<file path="src/rtl/nibble_unswap_packer_if.sv">
// Byte-in / word-out stream bundle for the nibble un-swap packer.
// The master side drives bytes in and accepts words out; the slave side is the packer itself.
interface nibble_unswap_packer_if;
   logic         in_valid;
   logic         in_ready;
   logic [7:0]   in_data;
   logic         in_last;
   logic         out_valid;
   logic         out_ready;
   logic [127:0] out_data;
   logic [4:0]   out_count;
   logic         out_last;

   modport master (
      output in_valid, in_data, in_last, out_ready,
      input  in_ready, out_valid, out_data, out_count, out_last
   );

   modport slave (
      input  in_valid, in_data, in_last, out_ready,
      output in_ready, out_valid, out_data, out_count, out_last
   );
endinterface

</file>
<file path="src/rtl/nibble_unswap_packer.sv">
// Restores nibble-swapped bytes and packs them MSB-first into 128-bit words,
// with an accumulator that parks a finished word while the output register is still occupied.
module nibble_unswap_packer (
   input logic                   clk,
   input logic                   rst_n,
   nibble_unswap_packer_if.slave bus
);

   typedef enum logic [0:0] {
      FILL = 1'b0,
      HOLD = 1'b1
   } state_t;

   state_t       state;
   state_t       state_next;
   logic [127:0] acc_data;
   logic [3:0]   fill_cnt;
   logic [4:0]   held_count;
   logic         held_last;
   logic [7:0]   restored;
   logic [127:0] merged_data;
   logic [4:0]   word_count;
   logic         accept;
   logic         complete;
   logic         out_free;
   logic         load_new;
   logic         load_held;
   logic         park;

   always_ff @(posedge clk) begin
      if (!rst_n) begin
         state <= FILL;
      end else begin
         state <= state_next;
      end
   end

   // The incoming byte drops into lane fill_cnt, counting lanes down from the top of the word.
   always_comb begin
      state_next  = state;
      accept      = 1'b0;
      complete    = 1'b0;
      load_new    = 1'b0;
      load_held   = 1'b0;
      park        = 1'b0;
      restored    = {bus.in_data[3:0], bus.in_data[7:4]};
      merged_data = acc_data | ({restored, 120'd0} >> {fill_cnt, 3'b000});
      word_count  = {1'b0, fill_cnt} + 5'd1;
      out_free    = !bus.out_valid || bus.out_ready;
      case (state)
         FILL: begin
            accept   = bus.in_valid;
            complete = bus.in_valid && (bus.in_last || fill_cnt == 4'd15);
            load_new = complete && out_free;
            park     = complete && !out_free;
            if (park) begin
               state_next = HOLD;
            end
         end
         HOLD: begin
            load_held = bus.out_ready;
            if (bus.out_ready) begin
               state_next = FILL;
            end
         end
         default: begin
            state_next = FILL;
         end
      endcase
   end

   assign bus.in_ready = (state == FILL);

   // A parked word keeps its byte count and last flag beside it, since fill_cnt restarts at 0.
   always_ff @(posedge clk) begin
      if (!rst_n) begin
         acc_data   <= '0;
         fill_cnt   <= '0;
         held_count <= '0;
         held_last  <= 1'b0;
      end else if (load_held) begin
         acc_data <= '0;
      end else if (accept) begin
         if (park) begin
            acc_data   <= merged_data;
            held_count <= word_count;
            held_last  <= bus.in_last;
            fill_cnt   <= '0;
         end else if (complete) begin
            acc_data <= '0;
            fill_cnt <= '0;
         end else begin
            acc_data <= merged_data;
            fill_cnt <= fill_cnt + 4'd1;
         end
      end
   end

   always_ff @(posedge clk) begin
      if (!rst_n) begin
         bus.out_valid <= 1'b0;
         bus.out_data  <= '0;
         bus.out_count <= '0;
         bus.out_last  <= 1'b0;
      end else if (load_held) begin
         bus.out_valid <= 1'b1;
         bus.out_data  <= acc_data;
         bus.out_count <= held_count;
         bus.out_last  <= held_last;
      end else if (load_new) begin
         bus.out_valid <= 1'b1;
         bus.out_data  <= merged_data;
         bus.out_count <= word_count;
         bus.out_last  <= bus.in_last;
      end else if (bus.out_ready) begin
         bus.out_valid <= 1'b0;
      end
   end

endmodule

</file>
<file path="src/flat_wrapper.sv">
// flat-port wrapper written by rule: the top's interface ports become plain ports
module nibble_unswap_packer_flat 
  (clk, rst_n, bus_in_valid, bus_in_data, bus_in_last, bus_out_ready, bus_in_ready, bus_out_valid, bus_out_data, bus_out_count, bus_out_last);
  nibble_unswap_packer_if bus_i ();
  input logic clk;
  input logic rst_n;
  input wire logic [$bits(bus_i.in_valid)-1:0] bus_in_valid;
  input wire logic [$bits(bus_i.in_data)-1:0] bus_in_data;
  input wire logic [$bits(bus_i.in_last)-1:0] bus_in_last;
  input wire logic [$bits(bus_i.out_ready)-1:0] bus_out_ready;
  output wire logic [$bits(bus_i.in_ready)-1:0] bus_in_ready;
  output wire logic [$bits(bus_i.out_valid)-1:0] bus_out_valid;
  output wire logic [$bits(bus_i.out_data)-1:0] bus_out_data;
  output wire logic [$bits(bus_i.out_count)-1:0] bus_out_count;
  output wire logic [$bits(bus_i.out_last)-1:0] bus_out_last;
  assign bus_i.in_valid = bus_in_valid;
  assign bus_i.in_data = bus_in_data;
  assign bus_i.in_last = bus_in_last;
  assign bus_i.out_ready = bus_out_ready;
  assign bus_in_ready = bus_i.in_ready;
  assign bus_out_valid = bus_i.out_valid;
  assign bus_out_data = bus_i.out_data;
  assign bus_out_count = bus_i.out_count;
  assign bus_out_last = bus_i.out_last;
  nibble_unswap_packer u_core (.clk(clk), .rst_n(rst_n), .bus(bus_i));
endmodule
</file>
<file path="config.mk">
export PLATFORM = sky130hd
export DESIGN_NAME = nibble_unswap_packer_flat
export DESIGN_NICKNAME = d
export VERILOG_FILES = /design/src/rtl/nibble_unswap_packer_if.sv /design/src/rtl/nibble_unswap_packer.sv /design/src/flat_wrapper.sv
export SDC_FILE = /design/constraint.sdc
export NUM_CORES = 1
export LEC_CHECK = 0
export BUFFER_PORTS_ARGS = -buffer_cell sky130_fd_sc_hd__buf_2
export CAP_MARGIN = 20
export CELL_PAD_IN_SITES_DETAIL_PLACEMENT = 1
export CELL_PAD_IN_SITES_GLOBAL_PLACEMENT = 1
export CORE_MARGIN = 2
export CORE_UTILIZATION = 45
export DETAILED_ROUTE_END_ITERATION = 16
export PLACE_DENSITY = 0.88
export SYNTH_ARGS = -nofsm -noshare
export SYNTH_HDL_FRONTEND = slang
export SYNTH_SLANG_ARGS = --single-unit
</file>
<file path="constraint.sdc">
create_clock -name clk -period 5.35 [get_ports clk]
set_clock_uncertainty 0.2 [all_clocks]
set_input_delay 0.535 -clock clk [delete_from_list [all_inputs] [get_ports clk]]
set_output_delay 0.535 -clock clk [all_outputs]
set_load 0.02 [all_outputs]
</file>
==> key figures <==
Synth
  – Syn_area_per_cell: 9.18 µm²
  – Top post-synthesis cells by area: dfxtp_1, nor2_1, a21oi_1
  – Post-synthesis cell type count: 49
  – Syn_nets: 1180
  – Ys flop type: dfxtp_1
  – Synth Area in Simple Gates: 21.7%
  – Largest family of logic cells by synthesized area: simple AND/OR/NAND/NOR gates
  – Ys async rst share: 0%
  – Compound-Gate Fraction of Synth Area: 20.2%
  – Netlist Area Pre-Place: 10700 µm²
  – Post-Synth Adder-Cell Area: 0.117%
  – Synthesized instance count: 1166
  – Warnings from Yosys: 0
  – Post-synth top area cell: dfxtp_1
  – Post-synthesis xor/xnor area fraction: 0.0819%
  – Register bit total from synthesis: 274
  – Sequential fraction of the synthesis area: 51.3%
  – Post-synth EDFFs: 0
  – Top cell type's share of synthesized area: 51.3%
  – Mux contribution to synthesized area: 0.281%

Timing
  – Final period demand of the worst path: 3.45 ns
  – Final worst slack: 1.90 ns
  – Post-Route Setup TNS: 0 ns
  – Final worst path period share: 64.6%
  – Final Slew Violations: 0
  – Unrepaired setup endpoints after global routing: no
  – Final setup fails: 0
  – Rel. slew slack: 30.0%
  – Highest clock rate: 290 MHz
  – Worst Max-Slew Pin Slew: 1.05 ns
  – Final count of hold timing violations: 0

Global route
  – GRT Util Overall: 24.7%
  – First-pass GRT wire length: 49.2 mm
  – Global route total overflow: 0
  – Largest net degree at the start of global routing: 105
  – Initial antenna violation count: 0
  – Number of global-route vias before repair: 9123

Critical path
  – Worst Path Required: 5.61 ns
  – CP startpoint kind: flip-flop
  – Critical Path Fanout Max: 89
  – CP arrival: 3.71 ns
  – Worst r2r path cells: 6
  – CP endpoint kind: flip-flop
  – Critical path type: flip-flop to flip-flop

Floorplanning
  – Die area: 25000 µm²
  – Initial Util: 45.7%
  – Die Height: 158 µm
  – Cell Rows: 56
  – # IOs: 149
  – Core Area: 23400 µm²
  – Chip width: 158 µm

Routing
  – Residual DRC count: 0
  – Router iterations before antenna repair: 5
  – WL per Instance: 20.3 µm
  – Vias: 9047
  – DR iter-0 viols: 507
  – Via density: 5.76
  – Post-route ant nets: 0
  – Routed Wire Length: 31.8 mm

Clock tree
  – Reg clk slew, reported paths: 0.06 ns
  – CTS Hold Bufs: 0
  – Num CTS Buffers: 29
  – Setup Fix Bufs, Post-CTS: 0
  – CTS Root Cell: clkbuf_16
  – Max Root-Sink Buffers: 3
  – Later-pin clock latency in the skew report: 0.55 ns
  – Clock sink total: 274
  – H-tree lvl count: 1
  – CTS tree: yes
  – Cts repair resizes: 0

Power and ir drop
  – Cell-internal power: 3.44 mW
  – Leakage Power: 4.88 nW
  – Share of power burned in the clock network: 43.0%
  – Sw Share: 25.9%
  – Pwr Density: 379 nW/µm²
  – Logic pwr share: 10.4%
  – Seq pwr share: 46.6%
  – NetSw: 1.20 mW
  – Highest ir drop seen on vdd: 0.195 mV

Finish
  – Most common cell after layout, fill and taps aside: dfxtp_1
  – N_diodes: 0
  – Most frequent cells in the layout: dfxtp_1, nor2_1, a21oi_1
  – Share of layout cells above drive strength 1: 19.2%
  – Area Overhead vs Synth: 14.6%
  – Post-layout util: 52.4%
  – Final net count: 1244
  – Fill cell count: 2748

Place
  – RD Place Congestion: 0.753
  – HPWL reported at the end of detailed placement: 19.0 mm
  – Placement Setup Slack: 1.95 ns
  – IO Port Bufs: 148

Worst hold path
  – HP Class: input pin to flip-flop
  – Worst Hold Depth: 3

Run
  – Max-cap viol count: 0

Run status
  – Status: finished, final reports clean
layout make-up:
cell class / count / area, µm² / area share (%)
clock buffers: 45 / 876 / 7.14
repair buffers: 158 / 836 / 6.82
well taps: 319 / 399 / 3.26
clock inverters: 8 / 82.6 / 0.674
inverters: 2 / 7.51 / 0.0612
multi-input cells: 765 / 4570 / 37.3
flip-flops and latches: 274 / 5490 / 44.7
worst max-delay path, stage by stage (launching register included):
cell and delay (ns):
dfxtp_1 0.80, ha_1 0.37, a311o_1 0.30, o221a_4 0.91
buf_12 0.41, nor2_1 0.08, nor3b_1 0.26
power groups by stage:
stage | logic [mW] | clock network [mW] | registers, mW
detailed placement | 0.478 | 0 | 2.21
CTS | 0.481 | 2.02 | 2.16
floorplan | 0.259 | 0 | 2.28
finish | 0.482 | 2.00 | 2.16
global placement | 0.465 | 0 | 2.20
global route | 0.521 | 2.10 | 2.17
path summary, 6_finish.rpt:
path,start,endpoint,slack (ns)
min reg2reg,u_core.acc_data[26]$_SDFFE_PP0P_,u_core.acc_data[26]$_SDFFE_PP0P_,0.27
max,u_core.fill_cnt[0]$_SDFFE_PN0P_,u_core.bus.out_data[78]$_SDFFE_PN0P_,1.90
min,bus_in_last,u_core.held_last$_SDFFE_PN0P_,0.19
max reg2reg,u_core.fill_cnt[0]$_SDFFE_PN0P_,u_core.bus.out_data[78]$_SDFFE_PN0P_,1.90
cells by family (layout without fill, tap and decap cells):
family                   Yosys count  count (layout)
flip-flops                       274             274
AND/OR/NAND/NOR                  430             430
AO/OA/AOI/OAI                    330             330
adder cells (fa/ha/maj)            1               1
buffers and inverters            127             213
multiplexers                       3               3
XOR/XNOR                           1               1
Yosys cell counts (all sizes together), types with 2 or more instances:
master	number
nor3	2
a211oi	57
dfxtp	274
clkbuf	52
nor2	232
nand2b	5
o221ai	2
and2	14
mux2i	3
inv	2
nor4	2
a21oi	162
nor2b	23
nand3	5
and4	2
a21boi	4
a311oi	40
o21ai	20
o211a	20
and3	6
a211o	2
buf	73
a41oi	16
nand2	34
nor3b	100
sequential cells by signal (all words and copies together), names as in the netlist:
signal,count
u_core.acc_data,128
u_core.bus.out_count,5
u_core.bus.out_data,128
u_core.bus.out_last,1
u_core.bus.out_valid,1
u_core.fill_cnt,4
u_core.held_count,5
u_core.held_last,1
u_core.state,1
metal layers:
layer / wire length (µm) / GRT usage [%] / share of wire (%)
met1: 14300 / 32.1 / 45
met2: 15300 / 42.3 / 48
met3: 1300 / 3.12 / 4.1
met4: 916 / 8.49 / 2.9
met5: 0 / 0 / 0
through the flow:
| step | hold slack (ns) | power [mW] | instances | area [µm²] |
|---|---|---|---|---|
| 5_1_grt | 0.205 | 4.79 | 1571 | 12300 |
| 6_report | 0.191 | 4.64 | 1571 | 12300 |
| 3_3_place_gp | 0.240 | 2.67 | 1515 | 11300 |
| 3_5_place_dp | 0.254 | 2.68 | 1515 | 11300 |
| 2_1_floorplan | 0.232 | 2.54 | 1166 | 10700 |
| 4_1_cts | 0.179 | 4.66 | 1568 | 12200 |
(Power assumes the default switching activity.)
